--- config.mk ---
export PLATFORM = sky130hd
export DESIGN_NAME = sha256_compress_iter
export DESIGN_NICKNAME = d
export VERILOG_FILES = /design/src/rtl/sha256_pkg.sv /design/src/rtl/sha256_compress_iter_round.sv /design/src/rtl/sha256_compress_iter.sv
export SDC_FILE = /design/constraint.sdc
export NUM_CORES = 2
export LEC_CHECK = 0
export BUFFER_PORTS_ARGS = -buffer_cell sky130_fd_sc_hd__buf_2
export CORE_AREA = 10 10 402 404
export CTS_CLUSTER_DIAMETER = 40
export DETAILED_ROUTE_END_ITERATION = 10
export DIE_AREA = 0 0 412 414
export PLACE_DENSITY = 0.7
export SLEW_MARGIN = 5
export SYNTH_ARGS = -nofsm -noshare
export SYNTH_HDL_FRONTEND = slang
export SYNTH_SLANG_ARGS = --single-unit
export TNS_END_PERCENT = 5
--- constraint.sdc ---
create_clock -name clk -period 13.5 [get_ports clk]
set_clock_uncertainty 0.2 [all_clocks]
set_input_delay 2.7 -clock clk [delete_from_list [all_inputs] [get_ports clk]]
set_output_delay 2.7 -clock clk [all_outputs]
set_load 0.01 [all_outputs]
--- src/rtl/sha256_pkg.sv ---
// Shared SHA-256 types, constants and FIPS 180-4 helper functions.
package sha256_pkg;

  localparam int unsigned WORD_W   = 32;
  localparam int unsigned HASH_N   = 8;
  localparam int unsigned BLOCK_N  = 16;
  localparam int unsigned ROUNDS   = 64;
  localparam int unsigned ROUND_W  = 6;

  typedef logic [WORD_W-1:0]              word_t;
  typedef logic [0:HASH_N-1][WORD_W-1:0]  hash_t;
  typedef logic [0:BLOCK_N-1][WORD_W-1:0] block_t;

  localparam hash_t H0 = {
    32'h6a09e667, 32'hbb67ae85, 32'h3c6ef372, 32'ha54ff53a,
    32'h510e527f, 32'h9b05688c, 32'h1f83d9ab, 32'h5be0cd19
  };

  localparam logic [0:ROUNDS-1][WORD_W-1:0] K = {
    32'h428a2f98, 32'h71374491, 32'hb5c0fbcf, 32'he9b5dba5, 32'h3956c25b, 32'h59f111f1, 32'h923f82a4, 32'hab1c5ed5,
    32'hd807aa98, 32'h12835b01, 32'h243185be, 32'h550c7dc3, 32'h72be5d74, 32'h80deb1fe, 32'h9bdc06a7, 32'hc19bf174,
    32'he49b69c1, 32'hefbe4786, 32'h0fc19dc6, 32'h240ca1cc, 32'h2de92c6f, 32'h4a7484aa, 32'h5cb0a9dc, 32'h76f988da,
    32'h983e5152, 32'ha831c66d, 32'hb00327c8, 32'hbf597fc7, 32'hc6e00bf3, 32'hd5a79147, 32'h06ca6351, 32'h14292967,
    32'h27b70a85, 32'h2e1b2138, 32'h4d2c6dfc, 32'h53380d13, 32'h650a7354, 32'h766a0abb, 32'h81c2c92e, 32'h92722c85,
    32'ha2bfe8a1, 32'ha81a664b, 32'hc24b8b70, 32'hc76c51a3, 32'hd192e819, 32'hd6990624, 32'hf40e3585, 32'h106aa070,
    32'h19a4c116, 32'h1e376c08, 32'h2748774c, 32'h34b0bcb5, 32'h391c0cb3, 32'h4ed8aa4a, 32'h5b9cca4f, 32'h682e6ff3,
    32'h748f82ee, 32'h78a5636f, 32'h84c87814, 32'h8cc70208, 32'h90befffa, 32'ha4506ceb, 32'hbef9a3f7, 32'hc67178f2
  };

  function automatic word_t rotr(input word_t x, input int unsigned n);
    return (x >> n) | (x << (WORD_W - n));
  endfunction

  function automatic word_t big_sigma0(input word_t x);
    return rotr(x, 2) ^ rotr(x, 13) ^ rotr(x, 22);
  endfunction

  function automatic word_t big_sigma1(input word_t x);
    return rotr(x, 6) ^ rotr(x, 11) ^ rotr(x, 25);
  endfunction

  function automatic word_t small_sigma0(input word_t x);
    return rotr(x, 7) ^ rotr(x, 18) ^ (x >> 3);
  endfunction

  function automatic word_t small_sigma1(input word_t x);
    return rotr(x, 17) ^ rotr(x, 19) ^ (x >> 10);
  endfunction

  function automatic word_t ch(input word_t x, input word_t y, input word_t z);
    return (x & y) ^ (~x & z);
  endfunction

  function automatic word_t maj(input word_t x, input word_t y, input word_t z);
    return (x & y) ^ (x & z) ^ (y & z);
  endfunction

endpackage

--- src/rtl/sha256_compress_iter_round.sv ---
// One combinational SHA-256 compression round: a..h, K[t], W[t] -> next a..h.
module sha256_compress_iter_round
  import sha256_pkg::*;
(
  input  hash_t cur,
  input  word_t kt,
  input  word_t wt,
  output hash_t next_c
);

  word_t t1;
  word_t t2;

  always_comb begin
    t1 = cur[7] + big_sigma1(cur[4]) + ch(cur[4], cur[5], cur[6]) + kt + wt;
    t2 = big_sigma0(cur[0]) + maj(cur[0], cur[1], cur[2]);
    next_c = {t1 + t2, cur[0], cur[1], cur[2], cur[3] + t1, cur[4], cur[5], cur[6]};
  end

endmodule

--- src/rtl/sha256_compress_iter.sv ---
// Iterative single-shot SHA-256 compression: LOAD, 64 rounds, FINAL feed-forward, then hold.
module sha256_compress_iter
  import sha256_pkg::*;
(
  input  logic         clk,
  input  logic         reset,
  input  hash_t        H_in,
  input  block_t       W,
  output logic [0:255] H_out,
  output logic         done,
  output logic [31:0]  test
);

  typedef enum logic [1:0] {LOAD, ROUND, FINAL, DONE} state_t;

  state_t             state;
  state_t             state_d;
  logic [ROUND_W-1:0] t;
  hash_t              work;
  hash_t              h_save;
  block_t             window;
  hash_t              round_c;
  hash_t              final_c;
  word_t              new_w_c;

  sha256_compress_iter_round u_round (
    .cur    (work),
    .kt     (K[t]),
    .wt     (window[0]),
    .next_c (round_c)
  );

  always_comb begin
    new_w_c = small_sigma1(window[14]) + window[9] + small_sigma0(window[1]) + window[0];
    for (int i = 0; i < int'(HASH_N); i++) begin
      final_c[i] = h_save[i] + work[i];
    end
  end

  always_ff @(posedge clk or negedge reset) begin
    if (!reset) state <= LOAD;
    else        state <= state_d;
  end

  always_comb begin
    state_d = state;
    case (state)
      LOAD:    state_d = ROUND;
      ROUND:   if (t == ROUND_W'(ROUNDS - 1)) state_d = FINAL;
      FINAL:   state_d = DONE;
      DONE:    state_d = DONE;
      default: state_d = LOAD;
    endcase
  end

  // Datapath: inputs are sampled only in LOAD; result is latched once in FINAL.
  always_ff @(posedge clk or negedge reset) begin
    if (!reset) begin
      t      <= '0;
      work   <= '0;
      h_save <= '0;
      window <= '0;
      H_out  <= '0;
      done   <= 1'b0;
    end else begin
      case (state)
        LOAD: begin
          h_save <= H_in;
          work   <= H_in;
          window <= W;
          t      <= '0;
        end
        ROUND: begin
          work   <= round_c;
          window <= {window[1:BLOCK_N-1], new_w_c};
          t      <= t + ROUND_W'(1);
        end
        FINAL: begin
          H_out <= final_c;
          done  <= 1'b1;
        end
        default: ;
      endcase
    end
  end

  assign test = work[0];

endmodule

==> flow_summary.json <==
{
  "layout_min_cycle_time_ns": 10.26,
  "ys.flop_type": "dfrtp_1",
  "worstRegToRegCells": 35,
  "syn_area_um2": 81400,
  "final_max_slew_viol_count": 0,
  "grt_max_degree": 252,
  "r2r-end": "test[26]$_DFFE_PN0P_",
  "initial_core_util_pct": 53.1,
  "die_area_um2": 171000,
  "min_delay_worst_endpoint": "H_out[181]$_DFFE_PN0N_",
  "ys_types": 85,
  "finalWirelength_um": 334000,
  "clkTransAtPathRegs_ns": 0.06,
  "ant_nets": 0,
  "critPathCaptureType": "register",
  "synth_seq_cells": 1289,
  "syn2layout_area_growth_pct": 17.1,
  "clock-sinks": 1289,
  "hold_violations": 0,
  "fin_crit_sh_pct": 76.0,
  "synth_edf_count": 0,
  "critPathArrivalTime_ns": 10.80,
  "synthMuxAreaShare_pct": 13.1,
  "nets": 10642,
  "grt_pass1_vias": 67615,
  "grt_overflow": 0,
  "relSlewSlack_pct": 22.2,
  "clk-insertion-delay-late_ns": 0.89,
  "num_rows": 144,
  "clockRootBuffer": "clkbuf_16",
  "ys_warn_count": 0,
  "synthXorXnorAreaFrac_pct": 6.33,
  "avgSynthCellArea_um2": 9.59,
  "postCtsHoldBufs": 0,
  "cp-start-kind": "register",
  "synth_fa_ha_area_share_pct": 11.2,
  "synthSimpleGateAreaFrac_pct": 9.60,
  "cp-startpoint": "t[0]$_DFFE_PN0P_",
  "cts_buffer_depth": 3,
  "cts_buffers": 200,
  "ctsResizeCount": 0,
  "dr.first_iter.drc_count": 7624,
  "portBuffers": 1058,
  "die-width_um": 412,
  "cts_tree": "built",
  "hp-start": "H_out[181]$_DFFE_PN0N_",
  "synthCells": 8487,
  "critPathKind": "reg -> reg",
  "drc": 0,
  "gp_congestion": 1.03,
  "coreArea_um2": 153000,
  "status": "complete, no violations",
  "dr.pass1.iters": 6,
  "rr_startpoint": "t[0]$_DFFE_PN0P_",
  "max_freq_mhz": 97.5,
  "cp_slowest_stage_delay_ns": 0.95,
  "maxCapViolations": 0,
  "antenna_found_initial": 126,
  "ys_seq_area_share_pct": 39.6,
  "hp-class": "reg -> reg",
  "worst_pin_slew_ns": 1.17,
  "rsz0062_at_grt": "false",
  "layout-drive-gt1-share_pct": 19.4,
  "required_ns": 14.04,
  "die_h_um": 414,
  "regToRegSetupSlack_ns": 3.24,
  "synthesis.nets": 9849,
  "place_area_um2": 87800,
  "wire_per_inst_um": 28.8,
  "cpMaxStageDelayCell": "ha_1",
  "synth_top_family_by_area": "compound AO/OA/AOI/OAI gates",
  "dp.final_hpwl_um": 263000,
  "critPathMostFrequentCell": "a21o_1",
  "ioPinCount": 1059,
  "setup_viol": 0,
  "synth_compound_area_share_pct": 15.5,
  "crit_fanout": 15,
  "htreeDepth": 4,
  "track_usage_pct": 37.8,
  "grt_first_pass_wirelength_um": 475000,
  "vias_per_cell": 5.99,
  "async_flop_share_pct": 100,
  "vias": 69268,
  "fin_setup_tns_ns": 0,
  "post_cts_buffers": 0,
  "hold_depth": 2,
  "design_area_um2": 95300
}
## cells in the mapped netlist, types with 45 or more instances
cell / instances / area share, %
nor3_1: 69 / 0.42
inv_1: 430 / 2.0
fa_1: 197 / 4.8
a211oi_1: 63 / 0.58
mux2i_1: 743 / 9.1
nor2b_1: 65 / 0.50
nand2_1: 1205 / 5.6
o21a_1: 45 / 0.42
dfrtp_1: 1289 / 40
o21ai_0: 1208 / 7.4
buf_1: 49 / 0.23
a21o_1: 188 / 1.7
a21oi_1: 322 / 2.0
nand2b_1: 60 / 0.46
mux2_2: 279 / 3.9
nor2_1: 202 / 0.93
ha_1: 395 / 6.1
xnor2_1: 346 / 3.7
clkbuf_1: 458 / 2.1
xor2_1: 242 / 2.6
nand3_1: 74 / 0.46
## worst max-delay path by stage
stage                     slack (ns)                   end
final                           3.24  test[26]$_DFFE_PN0P_
after floorplan                 5.30  test[26]$_DFFE_PN0P_
after detailed placement        3.48  test[26]$_DFFE_PN0P_
after CTS                       3.43  test[26]$_DFFE_PN0P_
after global routing            2.67  test[26]$_DFFE_PN0P_
after global placement          3.52  test[26]$_DFFE_PN0P_
## flip-flops by register name, indices dropped and copies added, names as in the netlist
name,count
window,512
H_out,256
h_save,256
work,224
test,32
t,6
state,2
done,1
## critical path: cells and delay by family (launching register included)
family / cells / cell delay, ns
AOI/OAI and AO/OA: 15 / 3.60
adders and majority gates: 6 / 2.84
and+or+nand+nor: 7 / 1.18
buffers and inverters: 3 / 0.76
DFF: 1 / 0.67
muxes: 2 / 0.51
xor gates and xnor gates: 2 / 0.36
## cell usage in the layout, fill, tap and decap left out, drive strengths merged, types with 188 or more instances in the layout
| master | n |
|---|---|
| a21o | 188 |
| a21oi | 323 |
| buf | 1133 |
| clkbuf | 239 |
| dfrtp | 1289 |
| fa | 197 |
| ha | 395 |
| inv | 460 |
| mux2 | 279 |
| mux2i | 743 |
| nand2 | 1205 |
| nor2 | 202 |
| o21ai | 1220 |
| xnor2 | 346 |
| xor2 | 242 |
## cell type report
cell class	instances	area, um^2
flip-flops and latches	1289	32300
repair buffers	1133	6010
multi-input cells	6223	45400
fillers	12936	58100
clock inverters	137	1850
inverters	433	1630
clock buffers	239	5400
diodes	71	178
well taps	2044	2560
## layer usage
layer,vias to the layer above,share of wire [%],track usage [%]
met5,-,0.091,0
met4,48,6.2,21.2
met3,842,8.5,8.90
met2,3265,46,58.8
met1,34070,39,48.2
li1,31043,-,-
## logic make-up (layout without fill, tap and decap cells)
| logic type | Yosys count | in the layout |
|---|---|---|
| AO/OA/AOI/OAI | 2164 | 2164 |
| AND/OR/NAND/NOR | 1830 | 1830 |
| flip-flops | 1289 | 1289 |
| multiplexers | 1027 | 1027 |
| buffers and inverters | 975 | 1942 |
| adder cells (fa/ha/maj) | 614 | 614 |
| XOR/XNOR | 588 | 588 |
| other | 0 | 71 |
## stage by stage
step	utilization [%]	worst slack, ns	hold slack, ns	cells
final	62.1	3.24	0.263	11569
after global routing	62.1	2.67	0.287	11558
after CTS	62.0	3.43	0.265	11498
after detailed placement	57.3	3.48	0.252	11122
after global placement	57.3	3.52	0.245	11122
after floorplan	-	5.30	0.253	8487
Power is not shown: default switching activity piles up to over one toggle a cycle in this logic, so the estimate is an artifact.
